`config.mk`:
```
export PLATFORM = sky130hd
export DESIGN_NAME = voice_allocator_flat
export DESIGN_NICKNAME = d
export VERILOG_FILES = /design/src/rtl/voice_allocator_if.sv /design/src/rtl/voice_allocator.sv /design/src/flat_wrapper.sv
export SDC_FILE = /design/constraint.sdc
export NUM_CORES = 1
export LEC_CHECK = 0
export CORE_MARGIN = 4
export CORE_UTILIZATION = 59
export CTS_CLUSTER_DIAMETER = 150
export DETAILED_ROUTE_END_ITERATION = 8
export PLACE_DENSITY = 0.8
export SYNTH_ARGS = -nofsm -noshare
export SYNTH_HDL_FRONTEND = slang
export SYNTH_SLANG_ARGS = --single-unit
```
`constraint.sdc`:
```
create_clock -name reg_clk -period 5.2 [get_ports reg_clk]
set_input_delay 0.52 -clock reg_clk [delete_from_list [all_inputs] [get_ports reg_clk]]
set_output_delay 0.52 -clock reg_clk [all_outputs]
set_load 0.1 [all_outputs]
```
`src/rtl/voice_allocator_if.sv`:
```
// Note-event handshake between the MIDI decoder (master) and voice_allocator (slave).
//   ev_valid : event offered
//   ev_ready : event accepted when ev_valid & ev_ready
//   ev_on    : 1 = note-on, 0 = note-off
//   ev_key   : MIDI key number (bit7 ignored)
//   ev_vel   : velocity (bit7 ignored)
interface voice_allocator_if;
    logic       ev_valid;
    logic       ev_ready;
    logic       ev_on;
    logic [7:0] ev_key;
    logic [7:0] ev_vel;

    modport master (output ev_valid, ev_on, ev_key, ev_vel, input ev_ready);
    modport slave  (input ev_valid, ev_on, ev_key, ev_vel, output ev_ready);
endinterface

```
`src/rtl/voice_allocator.sv`:
```
// voice_allocator: assigns MIDI note events to synth_engine voice slots, one event at a time.
// An accepted event is scanned against every voice (one voice per cycle), committed for one
// cycle, and followed by one retire cycle before the next event can be accepted.
//
// Optional build macro: VOICE_STEAL_EN
//   defined   : a note-on with no same-key or free voice steals the oldest voice
//               (released voices first, then held ones); per-voice age counters are built.
//   undefined : no age tables; such a note-on is dropped silently.
//
// Ports
//   reg_clk, reset_reg_n : clock (rising edge) and asynchronous active-low reset
//   ev                   : note event handshake (slave side); ev_ready is combinational
//                          (IDLE and no all_off this cycle)
//   all_off              : clears every held key (panic), wins over a pending event
//   voice_free           : per-voice "envelope fully released"
//   note_on              : 1-cycle strobe, an allocation or release was committed
//   cur_key_adr/_val     : voice index and key of the last committed event
//   cur_vel_on/_off      : velocity of the last committed note-on / note-off
//   keys_on              : per-voice key-held flags
//   active_keys          : popcount of keys_on, one cycle behind
//   off_note_error       : 1-cycle strobe, note-off matched no held voice
module voice_allocator #(
    parameter int unsigned VOICES  = 32,
    parameter int unsigned V_WIDTH = $clog2(VOICES),
    parameter int unsigned AGE_W   = 8
) (
    input  logic                 reg_clk,
    input  logic                 reset_reg_n,
    voice_allocator_if.slave     ev,
    input  logic                 all_off,
    input  logic [VOICES-1:0]    voice_free,
    output logic                 note_on,
    output logic [V_WIDTH-1:0]   cur_key_adr,
    output logic [7:0]           cur_key_val,
    output logic [7:0]           cur_vel_on,
    output logic [7:0]           cur_vel_off,
    output logic [VOICES-1:0]    keys_on,
    output logic [V_WIDTH:0]     active_keys,
    output logic                 off_note_error
);
    localparam int unsigned CNT_W = V_WIDTH + 1;
    localparam logic [V_WIDTH-1:0] LAST_IDX = V_WIDTH'(VOICES - 1);

    typedef enum logic [1:0] {IDLE, SCAN, COMMIT, RETIRE} state_t;

    state_t             state;
    logic [V_WIDTH-1:0] idx;
    logic               lat_on;
    logic [7:0]         lat_key;
    logic [7:0]         lat_vel;
    logic [7:0]         key_tbl [VOICES];

    logic               same_fnd;
    logic [V_WIDTH-1:0] same_idx;
    logic               free_fnd;
    logic [V_WIDTH-1:0] free_idx;

`ifdef VOICE_STEAL_EN
    logic [AGE_W-1:0]   age_tbl [VOICES];
    logic               rel_fnd;
    logic [V_WIDTH-1:0] rel_idx;
    logic [AGE_W-1:0]   rel_age;
    logic               held_fnd;
    logic [V_WIDTH-1:0] held_idx;
    logic [AGE_W-1:0]   held_age;
`endif

    logic               hit_c;
    logic               free_c;
    logic               tgt_ok_c;
    logic [V_WIDTH-1:0] tgt_idx_c;

    function automatic logic [CNT_W-1:0] popcount(input logic [VOICES-1:0] v);
        logic [CNT_W-1:0] n;
        n = '0;
        for (int i = 0; i < int'(VOICES); i++) begin
            n = n + CNT_W'(v[i]);
        end
        return n;
    endfunction

    // Event handshake: only in IDLE, and a panic this cycle blocks acceptance.
    assign ev.ev_ready = (state == IDLE) && !all_off;

    // Per-voice scan predicates for the voice under examination.
    assign hit_c  = keys_on[idx] && (key_tbl[idx] == lat_key);
    assign free_c = !keys_on[idx] && voice_free[idx];

    // Note-on target: same key > free voice > (optionally) oldest voice.
    always_comb begin
        tgt_ok_c  = 1'b0;
        tgt_idx_c = '0;
        if (same_fnd) begin
            tgt_ok_c  = 1'b1;
            tgt_idx_c = same_idx;
        end else if (free_fnd) begin
            tgt_ok_c  = 1'b1;
            tgt_idx_c = free_idx;
        end
`ifdef VOICE_STEAL_EN
        else if (rel_fnd) begin
            tgt_ok_c  = 1'b1;
            tgt_idx_c = rel_idx;
        end else if (held_fnd) begin
            tgt_ok_c  = 1'b1;
            tgt_idx_c = held_idx;
        end
`endif
    end

    // Allocation FSM with registered outputs.
    always_ff @(posedge reg_clk or negedge reset_reg_n) begin
        if (!reset_reg_n) begin
            state          <= IDLE;
            idx            <= '0;
            lat_on         <= 1'b0;
            lat_key        <= '0;
            lat_vel        <= '0;
            same_fnd       <= 1'b0;
            same_idx       <= '0;
            free_fnd       <= 1'b0;
            free_idx       <= '0;
            note_on        <= 1'b0;
            off_note_error <= 1'b0;
            cur_key_adr    <= '0;
            cur_key_val    <= '0;
            cur_vel_on     <= '0;
            cur_vel_off    <= '0;
            keys_on        <= '0;
            active_keys    <= '0;
            for (int i = 0; i < int'(VOICES); i++) begin
                key_tbl[i] <= '0;
            end
`ifdef VOICE_STEAL_EN
            for (int i = 0; i < int'(VOICES); i++) begin
                age_tbl[i] <= '0;
            end
            rel_fnd  <= 1'b0;
            rel_idx  <= '0;
            rel_age  <= '0;
            held_fnd <= 1'b0;
            held_idx <= '0;
            held_age <= '0;
`endif
        end else begin
            note_on        <= 1'b0;
            off_note_error <= 1'b0;
            active_keys    <= popcount(keys_on);

            case (state)
                IDLE: begin
                    if (all_off) begin
                        keys_on <= '0;
                    end else if (ev.ev_valid) begin
                        // A zero-velocity note-on is a note-off with release velocity 64.
                        lat_on   <= ev.ev_on && (ev.ev_vel[6:0] != 7'd0);
                        lat_key  <= ev.ev_key & 8'h7F;
                        lat_vel  <= (ev.ev_on && (ev.ev_vel[6:0] == 7'd0)) ? 8'd64
                                                                            : (ev.ev_vel & 8'h7F);
                        idx      <= '0;
                        same_fnd <= 1'b0;
                        free_fnd <= 1'b0;
`ifdef VOICE_STEAL_EN
                        rel_fnd  <= 1'b0;
                        held_fnd <= 1'b0;
`endif
                        state    <= SCAN;
                    end
                end

                SCAN: begin
                    if (hit_c && !same_fnd) begin
                        same_fnd <= 1'b1;
                        same_idx <= idx;
                    end
                    if (lat_on && free_c && !free_fnd) begin
                        free_fnd <= 1'b1;
                        free_idx <= idx;
                    end
`ifdef VOICE_STEAL_EN
                    // Strict compare keeps the lowest index on equal ages.
                    if (lat_on) begin
                        if (!keys_on[idx]) begin
                            if (!rel_fnd || (age_tbl[idx] > rel_age)) begin
                                rel_fnd <= 1'b1;
                                rel_idx <= idx;
                                rel_age <= age_tbl[idx];
                            end
                        end else if (!held_fnd || (age_tbl[idx] > held_age)) begin
                            held_fnd <= 1'b1;
                            held_idx <= idx;
                            held_age <= age_tbl[idx];
                        end
                    end
`endif
                    if (idx == LAST_IDX) begin
                        state <= COMMIT;
                    end else begin
                        idx <= idx + V_WIDTH'(1);
                    end
                end

                COMMIT: begin
                    if (lat_on) begin
                        if (tgt_ok_c) begin
                            keys_on[tgt_idx_c] <= 1'b1;
                            key_tbl[tgt_idx_c] <= lat_key;
                            note_on            <= 1'b1;
                            cur_key_adr        <= tgt_idx_c;
                            cur_key_val        <= lat_key;
                            cur_vel_on         <= lat_vel;
`ifdef VOICE_STEAL_EN
                            for (int i = 0; i < int'(VOICES); i++) begin
                                if (V_WIDTH'(i) == tgt_idx_c) begin
                                    age_tbl[i] <= '0;
                                end else if (age_tbl[i] != {AGE_W{1'b1}}) begin
                                    age_tbl[i] <= age_tbl[i] + AGE_W'(1);
                                end
                            end
`endif
                        end
                    end else if (same_fnd) begin
                        keys_on[same_idx] <= 1'b0;
                        note_on           <= 1'b1;
                        cur_key_adr       <= same_idx;
                        cur_key_val       <= lat_key;
                        cur_vel_off       <= lat_vel;
                    end else begin
                        off_note_error <= 1'b1;
                    end
                    state <= RETIRE;
                end

                RETIRE: begin
                    state <= IDLE;
                end

                default: begin
                    state <= IDLE;
                end
            endcase
        end
    end
endmodule

```
`src/flat_wrapper.sv`:
```
// flat-port wrapper written by rule: the top's interface ports become plain ports
module voice_allocator_flat 
#(
    parameter int unsigned VOICES  = 32,
    parameter int unsigned V_WIDTH = $clog2(VOICES),
    parameter int unsigned AGE_W   = 8
)
  (reg_clk, reset_reg_n, all_off, voice_free, note_on, cur_key_adr, cur_key_val, cur_vel_on, cur_vel_off, keys_on, active_keys, off_note_error, ev_ev_valid, ev_ev_on, ev_ev_key, ev_ev_vel, ev_ev_ready);
  voice_allocator_if ev_i ();
  input  logic reg_clk;
  input  logic reset_reg_n;
  input  logic all_off;
  input  logic [VOICES-1:0] voice_free;
  output logic note_on;
  output logic [V_WIDTH-1:0] cur_key_adr;
  output logic [7:0] cur_key_val;
  output logic [7:0] cur_vel_on;
  output logic [7:0] cur_vel_off;
  output logic [VOICES-1:0] keys_on;
  output logic [V_WIDTH:0] active_keys;
  output logic off_note_error;
  input wire logic [$bits(ev_i.ev_valid)-1:0] ev_ev_valid;
  input wire logic [$bits(ev_i.ev_on)-1:0] ev_ev_on;
  input wire logic [$bits(ev_i.ev_key)-1:0] ev_ev_key;
  input wire logic [$bits(ev_i.ev_vel)-1:0] ev_ev_vel;
  output wire logic [$bits(ev_i.ev_ready)-1:0] ev_ev_ready;
  assign ev_i.ev_valid = ev_ev_valid;
  assign ev_i.ev_on = ev_ev_on;
  assign ev_i.ev_key = ev_ev_key;
  assign ev_i.ev_vel = ev_ev_vel;
  assign ev_ev_ready = ev_i.ev_ready;
  voice_allocator #(.VOICES(VOICES), .V_WIDTH(V_WIDTH), .AGE_W(AGE_W)) u_core (.reg_clk(reg_clk), .reset_reg_n(reset_reg_n), .ev(ev_i), .all_off(all_off), .voice_free(voice_free), .note_on(note_on), .cur_key_adr(cur_key_adr), .cur_key_val(cur_key_val), .cur_vel_on(cur_vel_on), .cur_vel_off(cur_vel_off), .keys_on(keys_on), .active_keys(active_keys), .off_note_error(off_note_error));
endmodule
```
# ---- After elaboration in Yosys (flattened, before gate mapping)
# Cells that the tools add are included.
dict set report word_totals {
  elab_cells 194
  in_bits 53
  reg_bits 360
}
dict set report op_classes {
  reduce_logical 32
  n_lt_le_gt_ge 8
  n_addsub 32
  bitwise 7
  eq_ne 15
  mux 51
}
# operator count
set ops {}
lappend ops {{bitwise mux 256 bit} 1}
lappend ops {{adder 6 x 1 -> 6 bit} 30}
lappend ops {{2-to-1 mux 32 bit} 4}
lappend ops {{case mux 32 bit (2 select lines)} 1}
lappend ops {{2-to-1 mux 8 bit} 6}
lappend ops {{binary-select mux 8 bit (select 5 bit)} 1}
lappend ops {{demux 8 bit (select 5 bit)} 1}
lappend ops {{2-to-1 mux 5 bit} 8}
lappend ops {{bitwise AND 32 bit} 1}
lappend ops {{NOT 32 bit} 1}
lappend ops {{OR 32 bit} 1}
lappend ops {{< comparator 5 x 6 -> 1 bit, second input constant} 3}
lappend ops {{2-to-1 mux 1 bit} 17}
lappend ops {{AND reduction 4 bit} 4}
lappend ops {{AND reduction 3 bit} 5}
lappend ops {{greater-or-equal comparator 6 bit, second input constant} 2}
lappend ops {{NOT 5 -> 6 bit} 2}
lappend ops {{logical AND 1 bit} 11}
lappend ops {{binary-select mux 1 bit (select 5 bit)} 2}
lappend ops {{demux 1 bit (select 5 bit)} 2}
lappend ops {{greater-or-equal comparator 5 x 1 -> 1 bit, second input constant} 2}
lappend ops {{inequality test 2 bit, second input constant} 5}
lappend ops {{case mux 5 bit (2 select lines)} 1}
lappend ops {{== test 8 x 7 -> 1 bit} 1}
lappend ops {{other kinds (20)} 33}

# ---- Logic depth before layout (Yosys ltp)
dict set report depth {
  word_depth 31
  mapped_depth 18
}

# ---- Worst setup path before layout
# OpenSTA, ideal clock, no wires.
dict set report synth_timing {
  path_kind {reg2reg}
  start {reg u_core.keys_on[1]}
  end {reg u_core.active_keys[4]}
  path_stages_with_launch 15
  setup_slack_ps -257
  setup_time_ps 123
  t_arrival_ps 5334
  period_less_slack_ps 5457
  cell_sequence {dfrtp_1 > ha_1 > inv_1 > fa_1 > fa_1 > fa_1 > fa_1 > fa_1 > fa_1 > fa_1 > fa_1 > inv_1 > a21o_1 > a21oi_1 > xnor2_1}
}
dict set report synth_via {
  elab_chain_len 31
}
# element line_no
set synth_lines {}
lappend synth_lines {{start, declared} voice_allocator.sv:37} ;# output logic [VOICES-1:0] keys_on,
lappend synth_lines {{start signal, assigned} voice_allocator.sv:129} ;# keys_on <= '0;
lappend synth_lines {{start signal, assigned} voice_allocator.sv:153} ;# keys_on <= '0;
lappend synth_lines {{start signal, assigned by index} voice_allocator.sv:206} ;# keys_on[tgt_idx_c] <= 1'b1;
lappend synth_lines {{adder 1 x 1 -> 2 bit} voice_allocator.sv:77} ;# n = n + CNT_W'(v[i]);
lappend synth_lines {{adder 6 x 1 -> 6 bit (30 in a row)} voice_allocator.sv:77}
lappend synth_lines {{end signal, assigned} voice_allocator.sv:148} ;# active_keys <= popcount(keys_on);
lappend synth_lines {{end, declared} voice_allocator.sv:38} ;# output logic [V_WIDTH:0] active_keys,
# Every way passes these cells.
# A chain may end at the register's enable or synchronous reset.

# ---- Worst setup path in the final report
# Ends and elaborated chain as after synthesis.

==> results.json <==
{
  "final_nets": 1447,
  "finalWirelength_um": 42000,
  "via_per_inst": 6.44,
  "fin_ws_ps": 219,
  "cp_data_required_time_ps": 5600,
  "drt-initial-drc-count": 1063,
  "cp-start-kind": "register",
  "final.setup_skew_ps": 20.1,
  "post-route-util": 0.697,
  "clkTransAtPathRegs_ps": 60,
  "dp_hpwl_um": 27900,
  "track_usage": 0.280,
  "syn_to_final_growth_pct": 16.0,
  "cp-end-kind": "register",
  "cts_max_level": 2,
  "max_freq_ghz": 0.201,
  "insertion_delay_ps": 520,
  "path_max_fanout": 4,
  "outcome": "finished, final reports clean",
  "fin_crit_ps": 4980,
  "cts_root_buffer": "clkbuf_16",
  "cts.sinks": 324,
  "ys_ff_latch": 324,
  "numCtsBuffers": 35,
  "grt_use_met2": 0.461,
  "tritoncts": "built",
  "async_flop_share": 1.00,
  "period_share": 0.958,
  "die_area_mm2": 0.0302,
  "holdWs_ps": 99.3,
  "regToRegSetupSlack_ps": 220,
  "grt_pass1_vias": 11700,
  "ctsLongestPathBuffers": 3,
  "syn_area_mm2": 0.0162,
  "fill_cells": 1815,
  "placed_area_mm2": 0.0177,
  "antenna_left": 0,
  "coreArea_mm2": 0.0270,
  "grt_pass1_wl_um": 66900,
  "final_cell_mix": "dfrtp_1, mux2_1, clkdlybuf4s50_1",
  "place_ws_ps": 162,
  "synth_top_area_frac": 0.501,
  "vias": 11100,
  "avgRoutedWirePerCell_um": 24.3,
  "io-pin-count": 123,
  "total_leakage_power_nw": 8.90,
  "die_h_um": 174,
  "final_area_mm2": 0.0188,
  "top_usage_layer": "met2",
  "power_mw": 8.82,
  "worst_slew_margin_rel": 0.198,
  "grt_max_degree": 129,
  "yosys_warnings": 0,
  "rows": 60,
  "use_met1": 0.377,
  "use_met3": 0.0497,
  "hold_path_class": "input pin to async pin",
  "place_congestion": 0.900,
  "synth_ff_type": "dfrtp_1",
  "r2r_cells": 14,
  "placed_cells": 1661,
  "synth_area_leaders": "dfrtp_1, mux2_1, mux4_2",
  "power.density_mw_per_mm2": 470,
  "hold_viol_final": 0,
  "syn_area_per_cell_um2": 12.8,
  "syn_inst": 1263,
  "firstDrtPassIters": 6,
  "fp.dieW_um": 174,
  "stdcell_count": 1726,
  "ir_worst_vdd_uv": 271,
  "rsz0062_at_grt": "no",
  "crit_arrival_ps": 5380,
  "finalMaxSlewViolations": 0,
  "final_common_cell": "dfrtp_1",
  "criticalPathCategory": "register to register",
  "port_buffers": 117,
  "drv_cap": 0,
  "fin_setup_tns_ps": 0,
  "synth_cell_types": 60,
  "antenna_found_initial": 0,
  "yosysTopAreaCell": "dfrtp_1",
  "tightest_slew_ps": 1190,
  "ys_seq_area_frac": 0.501,
  "drive_above_1_share": 0.177,
  "setup_viol": 0,
  "grt_overflow": 0,
  "start_util": 0.601,
  "synth_enable_flop_cells": 0,
  "drcViolationCount": 0,
  "holdBufCountCts": 0
}
## layer usage
layer	up-vias	wire, µm
li1	4750	-
met3	124	3220
met1	5733	17000
met2	513	20200
met5	-	0
met4	0	1590
## worst max-delay path: stages (launching register included)
cell     delay [ps]
dfrtp_2         430
ha_1            300
inv_1            60
fa_1            490
fa_1            460
fa_1            560
fa_1            440
fa_1            540
fa_1            440
fa_2            370
fa_1            410
inv_1            70
a21o_1          100
a21oi_1          70
xnor2_1         120
## registers in the layout, summed over array words and instances (netlist names)
name and count:
u_core.same_fnd 1, u_core.state 2, u_core.same_idx 5, u_core.cur_key_val 7, u_core.off_note_error 1, u_core.note_on 1, u_core.lat_vel 7, u_core.cur_vel_off 7
u_core.free_idx 5, u_core.keys_on 32, u_core.free_fnd 1, u_core.lat_key 7, u_core.idx 5, u_core.key_tbl 224, u_core.active_keys 6, u_core.cur_key_adr 5
u_core.lat_on 1, u_core.cur_vel_on 7
## synthesized netlist by cell type, types with 2 or more instances
master	number
or3_1	4
nand2_1	89
o21ai_1	3
a2111oi_0	4
nand3b_1	7
nor2b_1	13
mux2i_1	44
o21ai_0	51
o221ai_1	2
and2_1	4
mux2_2	83
buf_1	9
a21o_1	3
and3_1	5
nand2b_1	9
a21oi_1	77
a221oi_1	4
nand3_1	11
inv_1	49
mux2_1	177
mux4_2	54
a31oi_1	4
nand4_1	2
or3b_2	3
clkbuf_1	60
xor2_1	3
a211oi_1	7
nor3_1	16
buf_2	6
buf_4	7
a22oi_1	19
ha_1	13
dfrtp_1	324
o22ai_1	2
fa_1	24
xnor2_1	5
a22o_1	5
nor2_1	31
mux2_4	5
buf_6	5
## final timing paths
| kind | from | endpoint |
|---|---|---|
| max in group asynchronous | reset_reg_n | u_core.key_tbl[132]$_DFFE_PN0P_ |
| setup reg to reg | u_core.keys_on[1]$_DFFE_PN0P_ | u_core.active_keys[4]$_DFF_PN0_ |
| hold / removal | reset_reg_n | u_core.cur_vel_on[1]$_DFFE_PN0P_ |
| min in group reg_clk | u_core.cur_key_val[0]$_DFFE_PN0P_ | u_core.cur_key_val[0]$_DFFE_PN0P_ |
| setup / recovery | u_core.keys_on[1]$_DFFE_PN0P_ | u_core.active_keys[4]$_DFF_PN0_ |
| hold reg to reg | u_core.cur_key_val[0]$_DFFE_PN0P_ | u_core.cur_key_val[0]$_DFFE_PN0P_ |
## where the power goes
part / switching [mW] / total, mW / internal, mW
sequential: 0.365 / 3.14 / 2.78
combinational: 2.20 / 3.22 / 1.03
clock: 1.02 / 2.46 / 1.44
## logic make-up after synthesis
| family | Yosys count | synth area share |
|---|---|---|
| buf+inv | 139 | 0.0367 |
| simple gates | 202 | 0.0611 |
| xor+xnor | 8 | 0.00433 |
| other cells | 1 | 0.000231 |
| mux | 363 | 0.288 |
| compound gates | 189 | 0.0698 |
| flops | 324 | 0.501 |
| fa+ha+maj | 37 | 0.0397 |
## cell type report
class                   instances  area [µm²]  share of cell area
diodes                          1        2.50            0.000133
flip-flops and latches        324        8120               0.432
clock buffers                  48         985              0.0524
well taps                     341         427              0.0227
clock inverters                16         149             0.00792
repair buffers                143        1400              0.0743
inverters                      51         191              0.0102
multi-input cells             802        7520               0.400
## repair_timing
action,in CTS,in global routing
buffers inserted,0,0
gates resized for setup,0,1
setup endpoints to repair,0,1
No activity file was read; power rests on OpenSTA's default activity.
